**src/rtl/td4_program_loader.sv**
```systemverilog
// td4_program_loader
// Writable 16-word instruction store sitting in place of the TD4 program ROM.
// A host streams one byte per word over a valid/ready handshake while the CPU
// is held in reset. Once the last word lands, the CPU is released after a
// short settling delay and runs the new program from address 0.
//
// state      | meaning
// -----------+---------------------------------------------------------------
// ST_HOLD    | CPU in reset, accepting host bytes into mem[ptr]
// ST_RELEASE | full program loaded, CPU still in reset while rel_cnt drains
// ST_RUN     | CPU released, store behaves as a read-only ROM
module td4_program_loader #(
  parameter int DEPTH          = 16,
  parameter int RELEASE_CYCLES = 2
) (
  input  logic       clk,
  input  logic       n_reset,
  input  logic       load_start,
  input  logic       wr_valid,
  input  logic [7:0] wr_data,
  output logic       wr_ready,
  input  logic [3:0] address,
  output logic [7:0] instr,
  output logic       cpu_n_reset,
  output logic       loading,
  output logic       load_done
);

  typedef enum logic [1:0] {
    ST_HOLD    = 2'd0,
    ST_RELEASE = 2'd1,
    ST_RUN     = 2'd2
  } state_t;

  // The counter is preloaded with one less than the hold time so that the
  // edge on which it is seen at zero is the edge that enters RUN.
  localparam logic [3:0] REL_INIT = 4'(RELEASE_CYCLES - 1);
  localparam logic [3:0] LAST_PTR = 4'(DEPTH - 1);

  state_t     state;
  state_t     state_nxt;
  logic [3:0] ptr;
  logic [3:0] ptr_nxt;
  logic [3:0] rel_cnt;
  logic [3:0] rel_cnt_nxt;
  logic       xfer;
  logic [7:0] mem [DEPTH];

  // load_start takes priority over a coincident byte so a restart never
  // writes a stray word.
  assign wr_ready = (state == ST_HOLD) & ~load_start;
  assign xfer     = wr_valid & wr_ready;

  // ROM-compatible read: no latency from address to instr.
  assign instr = mem[address];

  // Next-state, write pointer and release counter.
  always_comb begin
    state_nxt   = state;
    ptr_nxt     = ptr;
    rel_cnt_nxt = rel_cnt;
    case (state)
      ST_HOLD: begin
        if (load_start) begin
          ptr_nxt = '0;
        end else if (xfer) begin
          if (ptr == LAST_PTR) begin
            state_nxt   = ST_RELEASE;
            ptr_nxt     = '0;
            rel_cnt_nxt = REL_INIT;
          end else begin
            ptr_nxt = ptr + 4'd1;
          end
        end
      end
      ST_RELEASE: begin
        if (load_start) begin
          state_nxt = ST_HOLD;
          ptr_nxt   = '0;
        end else if (rel_cnt == 4'd0) begin
          state_nxt = ST_RUN;
        end else begin
          rel_cnt_nxt = rel_cnt - 4'd1;
        end
      end
      ST_RUN: begin
        if (load_start) begin
          state_nxt = ST_HOLD;
          ptr_nxt   = '0;
        end
      end
      default: begin
        state_nxt = ST_HOLD;
        ptr_nxt   = '0;
      end
    endcase
  end

  // FSM state plus registered CPU-facing outputs derived from the next state,
  // so every return to HOLD gives the CPU a clean falling reset edge.
  always_ff @(posedge clk or negedge n_reset) begin
    if (!n_reset) begin
      state       <= ST_HOLD;
      ptr         <= '0;
      rel_cnt     <= '0;
      cpu_n_reset <= 1'b0;
      loading     <= 1'b1;
      load_done   <= 1'b0;
    end else begin
      state       <= state_nxt;
      ptr         <= ptr_nxt;
      rel_cnt     <= rel_cnt_nxt;
      cpu_n_reset <= (state_nxt == ST_RUN);
      loading     <= (state_nxt != ST_RUN);
      load_done   <= (state_nxt == ST_RUN) && (state != ST_RUN);
    end
  end

  // Instruction store: cleared on reset so a half-finished load never leaves
  // stale code behind, written one word per accepted byte.
  always_ff @(posedge clk or negedge n_reset) begin
    if (!n_reset) begin
      for (int i = 0; i < DEPTH; i++) begin
        mem[i] <= 8'h00;
      end
    end else if (xfer) begin
      mem[ptr] <= wr_data;
    end
  end

endmodule
```
**config.mk**
```make
export PLATFORM = sky130hd
export DESIGN_NAME = td4_program_loader
export DESIGN_NICKNAME = d
export VERILOG_FILES = /design/src/rtl/td4_program_loader.sv
export SDC_FILE = /design/constraint.sdc
export NUM_CORES = 1
export LEC_CHECK = 0
export ABC_AREA = 0
export CAP_MARGIN = 5
export CORE_MARGIN = 8
export CORE_UTILIZATION = 34
export DETAILED_ROUTE_END_ITERATION = 10
export MAX_ROUTING_LAYER = met4
export SKIP_LAST_GASP = 1
export SYNTH_ARGS = -nofsm -noshare
export SYNTH_HDL_FRONTEND = slang
export SYNTH_SLANG_ARGS = --single-unit
export TNS_END_PERCENT = 100
```
**constraint.sdc**
```tcl
create_clock -name clk -period 2 [get_ports clk]
set_clock_uncertainty 0.05 [all_clocks]
set_input_delay 0.4 -clock clk [delete_from_list [all_inputs] [get_ports clk]]
set_output_delay 0.4 -clock clk [all_outputs]
set_load 0.005 [all_outputs]
```
==> flow_summary.toml <==
[routing]
first_pass_iters = 4
drc = 0
routedWlPerCell_um = 19.6
antenna_left = 0
drt_iter0_drc = 206
wirelength_um = 15900
vias_per_cell = 5.08
vias = 4128

[flow_run]
cap_violations = 0

[synth]
ys_seq_area_share_pct = 51.9
yosysWarnings = 0
synth_nets = 490
synth_common_cells = "140 x dfrtp_1, 118 x mux2_2, 38 x nand2_1"
synth_area_leaders = "dfrtp_1 51%, mux2_2 20%, mux4_2 11%, nand2_1 2.1%, nor2_8 2.1%"
ys_ff_latch = 141
synth_area_per_cell_sq_um = 14.7
ys_types = 42
netlist_instances = 464
synth_top_area_share_pct = 51.5
synth_most_common_cell = "dfrtp_1"
synth_ff_type = "dfrtp_1"
synth_edf_count = 0
synthesis.area_sq_um = 6800
synthArstFlopShare_pct = 100
synth_top_area_cell = "dfrtp_1"

[floorplan]
pin_count = 28
core_area_sq_um = 19500
start_util_pct = 34.8
num_rows = 51
fp.dieH_um = 157
die-area_sq_um = 24800
die_w_um = 157

[hold_path]
min_delay_worst_endpoint = "mem[37]"
min_path_cells = 1
hp-class = "reg -> reg"
worstHoldStart = "mem[37]"

[timing]
fmax_mhz = 460
grt_setup_unrepaired = "true"
slew_viol_final = 0
setup_ws_ps = -172
final-setup-viol-count = 8
max_slew_margin_pct = 62.1
period_share_pct = 109
hold_viol_final = 0
tightest_slew_ps = 567
period_minus_slack_ps = 2170

[critical_path]
start_kind = "flip-flop"
crit_slowest_cell = "mux4_2"
r2r-start = "state[0]"
r2r_cells = 7
worstSetupEndpointType = "output pin"
crit_fanout = 2
path_class = "reg -> out"
ff2ff_setup_slack_ps = 100
worstPathRequired_ps = 1550
worstPathCellList = "mux4_2, a22oi_2, nand2_2, buf_6"
r2r-end = "rel_cnt[0]"
max_stage_delay_ps = 470
worstPathArrival_ps = 1720

[cts]
max-clock-path-buffers = 2
numClockSinks = 141
cts_inserted_buffers = 17
cts_htree_levels = 4
root_buffer = "clkbuf_16"
cts_tree = "yes"
clock_latency_ps = 420
clk_pin_slew_ps = 60

[grt]
grt-ovfl-total = 0
grtUsageMet2_pct = 21.5
track_usage_pct = 14.3
met3_usage_pct = 3.40
antenna_found_initial = 0
grt_max_degree = 51
grt_pass1_vias = 4464
grt-busiest-layer = "met2"
use_met1_pct = 18.8
grt_first_pass_wirelength_um = 25900

[placed_design]
gp_congestion = 0.799
dp.cells = 774
hpwl_um = 10600
io_buffers = 27

[cells_and_area]
final_cells = 813
post-route-util_pct = 44.0
syn2layout_area_growth_pct = 26.3
layout-drive-gt1-share_pct = 52.4
nNetsFinal = 561
diodes = 0

[pwr]
p_int_mw = 5.48
total_switching_power_mw = 1.68
p_sw_share_pct = 23.5
p_leak_nw = 4.10
ir_worst_vdd_uv = 561
clockPowerShare_pct = 45.3
p_total_mw = 7.16
powerDensity_nw_per_um2 = 833
p_comb_share_pct = 10.5
seq_power_share_pct = 44.2

[status]
outcome = "finished with violations"
violations = "setup timing"
[power by group through the flow]
stage	Sequential, mW	Clock [mW]	Combinational (mW)
after CTS	3.16	3.31	0.761
after floorplan	3.17	0	0.434
after detailed placement	3.21	0	0.715
after global placement	3.20	0	0.693
final	3.16	3.25	0.753
after global routing	3.19	3.44	0.814
[final cells by class]
cell class | instances | area, sq um
clock buffer | 20 | 447
clock inverter | 12 | 158
fill | 1782 | 10900
inverter | 9 | 33.8
multi-input combinational | 290 | 3240
sequential | 141 | 3530
tap | 265 | 332
timing repair buffer | 76 | 855
[placed cells by master (no fill, tap or decap), types with 3 or more instances in the layout]
| master | n |
|---|---|
| mux2_1 | 3 |
| buf_6 | 6 |
| mux4_2 | 32 |
| nand2_1 | 36 |
| nand3b_1 | 4 |
| buf_16 | 3 |
| buf_2 | 7 |
| nor2_4 | 5 |
| nor2_1 | 7 |
| nor2_8 | 7 |
| nor2b_1 | 5 |
| ha_1 | 9 |
| clkbuf_16 | 17 |
| buf_12 | 14 |
| dfrtp_1 | 140 |
| nand2b_1 | 3 |
| nand2_4 | 3 |
| a22oi_2 | 16 |
| bufinv_16 | 3 |
| mux2_2 | 117 |
| clkinvlp_4 | 3 |
| buf_4 | 28 |
| nor3_1 | 3 |
| nand3_2 | 4 |
| clkdlybuf4s50_1 | 13 |
| inv_6 | 4 |
| o21ai_0 | 6 |
| inv_1 | 9 |
[sequential cells by signal, summed over array words and instances, names as in the netlist]
register	cells
ptr	4
cpu_n_reset	1
mem	128
rel_cnt	4
loading	1
load_done	1
state	2
[worst max-delay path, delay by kind of cell, from the launching register on]
family / cells / cell delay [ps]
AO/OA/AOI/OAI: 1 / 200
multiplexers: 1 / 470
buffers and inverters: 1 / 130
flip-flops: 1 / 390
AND/OR/NAND/NOR: 1 / 110
[worst max-delay path by stage]
stage,start,depth (start not counted),slack (ps),end
global placement,address[2],5,-840,instr[1]
detailed placement,address[2],5,-850,instr[1]
CTS,mem[97],4,-190,instr[1]
floorplan,address[0],5,30,instr[1]
finish,mem[63],4,-170,instr[7]
global route,mem[63],4,-230,instr[7]
[per-layer routing]
layer	part of all wire [%]	vias to the layer above	wire [um]
met4	1.3	0	203
li1	-	1856	-
met5	0	-	0
met1	47	2170	7480
met3	4.3	16	678
met2	47	86	7530
[logic make-up after synthesis]
family	share of synthesized area, %
simple gates	9.36
buf+inv	2.28
flops	51.9
mux	30.8
fa+ha+maj	1.84
compound gates	3.86
[through the flow]
stage	area [sq um]	TNS (ps)	hold WS, ps	setup slack [ps]
after floorplan	6810	0	54.4	26.6
final	8590	-1100	432	-172
after global routing	8590	-1660	455	-231
after global placement	7770	-21530	325	-835
after CTS	8550	-1340	435	-194
after detailed placement	7770	-23800	334	-852
[what timing repair did]
action                                  in CTS  in global routing
endpoints found under the hold margin       46                  0
endpoints found under the setup margin       9                 71
setup buffers                                2                  1
pin swaps                                   19                  4
gates cloned                                 3                  0
hold buffers                                 1                  0
resized for setup                           67                 11
No activity file was read; power rests on OpenSTA's default activity.
==> edit 1 (config.mk and constraints unchanged) <==
Change the parameter `DEPTH` from 16 to 8.
--- a/src/rtl/td4_program_loader.sv
+++ b/src/rtl/td4_program_loader.sv
@@ -10,7 +10,7 @@
 // ST_RELEASE | full program loaded, CPU still in reset while rel_cnt drains
 // ST_RUN     | CPU released, store behaves as a read-only ROM
 module td4_program_loader #(
-  parameter int DEPTH          = 16,
+  parameter int DEPTH          = 8,
   parameter int RELEASE_CYCLES = 2
 ) (
   input  logic       clk,
Function: changed (Yosys sat finds a counterexample within 4 cycles, from zero or initial values and one cycle with n_reset low).
==> edit 1 against the unedited design <==
Largest cell class unchanged; count of clock-buffer cells in the layout is 8 lower; wire length is 47% lower; maximum frequency is 5.0% higher; the flow still finishes with violations (negative setup slack); worst setup slack better by 0.10 ns; critical path type unchanged; combinational power is 4.2% lower; total power is 45% lower; global-route usage is 1.3 points lower; sequential cell count is 64 lower; cell area is 43% lower; synthesized cell count is 46% lower; area after synthesis is 46% lower.
==> edit 1: results (changes against the unedited design) <==
Drt
  • Iter 0 DRT Violations: 195 (-5.3%)
  • Met1 Wirelength: 3.772 mm (-50%)
  • WL final: 8.443 mm (-47%)
  • Routed len/inst: 17.81 um (-8.9%)
  • Met3 routed WL: 214 um (-68%)
  • Vias: 2337 (-43%)

Clock network
  • Clock latency on the worst-skew pair: 0.35 ns (-0.07 ns)
  • CTS Buf Count: 9 (-8)
  • Cts repair resizes: 66 (-1.5%)
  • H-tree Lvls: 3 (-1)

Power and ir drop
  • Switching Fraction: 0.2337 (-0.001038)
  • Flip-flop and latch power: 1.88 mW (-41%)
  • Pleak: 2.291 nW (-44%)
  • Peak VDD IR: 311.3 uV (-45%)
  • Clock group total power: 1.34 mW (-59%)
  • Clk pwr share: 0.340 (-0.113)

Cells and area
  • NumNets Final: 352 (-37%)
  • Fraction of layout cells with a size suffix above 1: 0.5689 (+0.04514)
  • Largest registers: mem: 64 flops, ptr: 4 flops, rel_cnt: 4 flops

Setup path
  • Reg-to-reg slack, setup: 0.03 ns (-0.07 ns)
  • Critical Path AT: 1.62 ns (-0.10 ns)

Synthesis
  • Synth top cells by count: dfrtp_1, mux2_2, mux4_2
  • Top cells by area, synth: dfrtp_1, mux2_2, mux4_2, ha_1, nor3b_4
  • Unique masters post-synth: 45 (+7.1%)
  • Synth Area in Adders: 0.02366 (+0.005264)
  • Compound-cell area share of the yosys netlist: 0.03650 (-0.002125)
  • Synthesized area per cell: 14.81 um2 (+1.0%)
  • Seq/Total Area, Yosys: 0.5208 (+0.001932)
  • Syn nets: 273 (-44%)

Place
  • Placed Cells: 446 (-42%)
  • Dpl hpwl: 5.543 mm (-48%)
  • GPL Wtd Cong: 0.7566 (-5.3%)
  • Dpl ws: -0.8198 ns (+0.03245 ns)
  • DP Area: 0.004468 mm2 (-42%)
  • Port bufs: 26 (-3.7%)

Timing
  • Final TNS setup: -0.4449 ns (+0.6532 ns)
  • Minimum hold slack: 0.4537 ns (+0.02209 ns)
  • Final setup fails: 8 (unchanged)
  • Final WS setup: -0.06825 ns (+0.1038 ns)

Global route
  • GR Util met1: 0.1549 (-0.03290)
  • All-Layer GR Usage: 0.1301 (-0.01284)
  • Largest net degree at the start of global routing: 36 (-29%)
  • GR Util met3: 0.02797 (-0.006029)
  • M2 GR Usage: 0.2064 (-0.008698)

Outcome
  • Failing checks: negative setup slack
  • Status: finished with violations
[edit 1: changes by cell type after synthesis, sizes merged, moves of 6 or more]
cell and change:
clkbuf -8, nor2 -15, mux4 -16, mux2 -48, buf -6, nand2 -34
dfrtp -64, a22oi -17
[edit 1: cell type report]
type                    count  area (um2)
clock buffers              12       155.1
multi-input cells         155        1795
flip-flops and latches     77        1928
clock inverters             4       70.07
well taps                 140       175.2
fillers                   971        5806
inverters                   8       30.03
repair buffers             78       785.8
[edit 1: final timing paths]
| kind | cells past startpoint | end | from |
|---|---|---|---|
| max reg2reg | 7 | rel_cnt[3] | state[0] |
| max in group asynchronous | 3 | mem[0] | n_reset |
| min | 1 | mem[28] | mem[28] |
| max | 3 | instr[7] | mem[39] |
| min reg2reg | 1 | mem[28] | mem[28] |
| min in group asynchronous | 2 | mem[21] | n_reset |
==> edit 2 (config.mk and constraints unchanged) <==
Without the edit above. Reset style: synchronous (`n_reset`), changed in 2 clocked blocks.
--- a/src/rtl/td4_program_loader.sv
+++ b/src/rtl/td4_program_loader.sv
@@ -98,7 +98,7 @@
 
   // FSM state plus registered CPU-facing outputs derived from the next state,
   // so every return to HOLD gives the CPU a clean falling reset edge.
-  always_ff @(posedge clk or negedge n_reset) begin
+  always_ff @(posedge clk) begin
     if (!n_reset) begin
       state       <= ST_HOLD;
       ptr         <= '0;
@@ -118,7 +118,7 @@
 
   // Instruction store: cleared on reset so a half-finished load never leaves
   // stale code behind, written one word per accepted byte.
-  always_ff @(posedge clk or negedge n_reset) begin
+  always_ff @(posedge clk) begin
     if (!n_reset) begin
       for (int i = 0; i < DEPTH; i++) begin
         mem[i] <= 8'h00;
Function: differs if n_reset is asserted again (counterexample within 4 cycles, from zero or initial values and one cycle with n_reset low); with n_reset held inactive, the same outputs for 4 cycles.
==> edit 2 against the unedited design <==
The flow still finishes with violations (negative setup slack); count of clock-buffer cells in the layout is 3 lower; worst setup slack worse by 0.013 ns; sequential cell count stayed put; cell area is 0.31% higher; global-route usage is 0.27 points higher; area after synthesis is 0.88% lower; wire length is 3.4% higher; total power is 2.0% lower; largest power group is now sequential cells.
==> edit 2: results (changes against the unedited design) <==
Outcome
  • Status: finished with violations
  • Failing checks: negative setup slack

Synthesis
  • Unique masters post-synth: 43 (+2.4%)
  • FFs w/ async S/R, synth: 0 (-1.000)
  • EDFF count, synth: 128 (+128)
  • Seq/Total Area, Yosys: 0.6086 (+0.08979)
  • Synthesized area per cell: 14.38 um2 (-1.9%)
  • Top cells by area, synth: edfxtp_1, and2_1, mux4_2, dfxtp_1, a22oi_1
  • Synth top cells by count: and2_1, edfxtp_1, mux4_2
  • Dominant synthesized flop cell: edfxtp_1

Power and ir drop
  • Int Power: 5.330 mW (-2.7%)
  • Peak VDD IR: 561.8 uV (+0.12%)
  • Power Combinational: 0.573 mW (-24%)
  • Pleak: 3.202 nW (-22%)
  • Combinational Power Share: 0.082 (-0.023)

Clock network
  • Setup Fix Bufs, Post-CTS: 9 (+7)

Drt
  • First-pass DRT Iterations: 6 (+2)
  • Met2 wire len: 7.751 mm (+2.9%)
  • Iter 0 DRT Violations: 378 (+83%)
  • Vias: 4134 (+0.15%)
  • Met1 Wirelength: 7.330 mm (-2.0%)
  • Met3 routed WL: 1.023 mm (+51%)

Cells and area
  • NumNets Final: 587 (+4.6%)
  • Post-route insts no fill: 840 (+3.3%)
  • Fraction of layout cells with a size suffix above 1: 0.3252 (-0.1985)

Timing
  • Max transition margin: 0.6144 (-0.006296)
  • Final WS setup: -0.1849 ns (-0.01286 ns)
  • Final setup fails: 8 (unchanged)

Worst hold path
  • Worst Hold Launch: rel_cnt[3]

Global route
  • First-pass GRT wire length: 25.47 mm (-1.8%)
  • GR Util met1: 0.1837 (-0.004126)
  • Vias in the first global route: 4340 (-2.8%)
  • All-Layer GR Usage: 0.1456 (+0.002680)
  • M2 GR Usage: 0.2225 (+0.007351)

Place
  • DP Area: 0.007767 mm2 (about the same)
  • Dpl hpwl: 10.97 mm (+3.5%)
  • Dpl ws: -0.8325 ns (+0.01973 ns)
  • Placed Cells: 795 (+2.7%)

Setup path
  • Crit Reg-Reg Startpoint: state[1]
  • Crit path largest cell delay: 0.54 ns (+0.07 ns)
  • Crit path max fanout: 1 (-1)
==> edit 2: cell count changes after synthesis, sizes merged, moves of 4 or more <==
cell / before / now
and2: 2 / 130
edfxtp: 0 / 128
mux2: 121 / 0
o21ai: 8 / 19
nand2: 43 / 14
nand4: 0 / 6
nand2b: 3 / 9
clkbuf: 12 / 16
dfrtp: 140 / 0
dfxtp: 0 / 13
a21oi: 0 / 4
nand3: 5 / 1
==> edit 2: layout make-up <==
| cell class | instances | area, um2 | share of cell area |
|---|---|---|---|
| Tap cell | 265 | 331.6 | 0.03847 |
| Timing Repair Buffer | 100 | 945.9 | 0.1098 |
| Clock buffer | 17 | 425.4 | 0.04936 |
| Multi-Input combinational cell | 291 | 2605 | 0.3023 |
| Clock inverter | 15 | 156.4 | 0.01815 |
| Inverter | 11 | 48.80 | 0.005662 |
| Sequential cell | 141 | 4105 | 0.4763 |
==> edit 2: critical path, delay by kind of cell (launching register included) <==
family          cells  cell delay, ns
mux                 1            0.54
flops               1            0.39
compound gates      1            0.18
buf+inv             1            0.14
simple gates        1            0.08
==> edit 2: path summary, 6_finish.rpt <==
| path | cells after the start | to | slack [ns] |
|---|---|---|---|
| worst max-delay path | 4 | instr[5] | -0.18 |
| worst min-delay path | 2 | rel_cnt[3] | 0.45 |
| worst max register to register | 6 | load_done | 0.10 |
| worst min register to register | 2 | rel_cnt[3] | 0.45 |
==> edit 2: cells by family after synthesis <==
| kind of cell | share of synthesized area |
|---|---|
| buffers and inverters | 0.02208 |
| adder cells (fa/ha/maj) | 0.01670 |
| multiplexers | 0.1084 |
| AO/OA/AOI/OAI | 0.04750 |
| AND/OR/NAND/NOR | 0.1967 |
| flip-flops | 0.6086 |
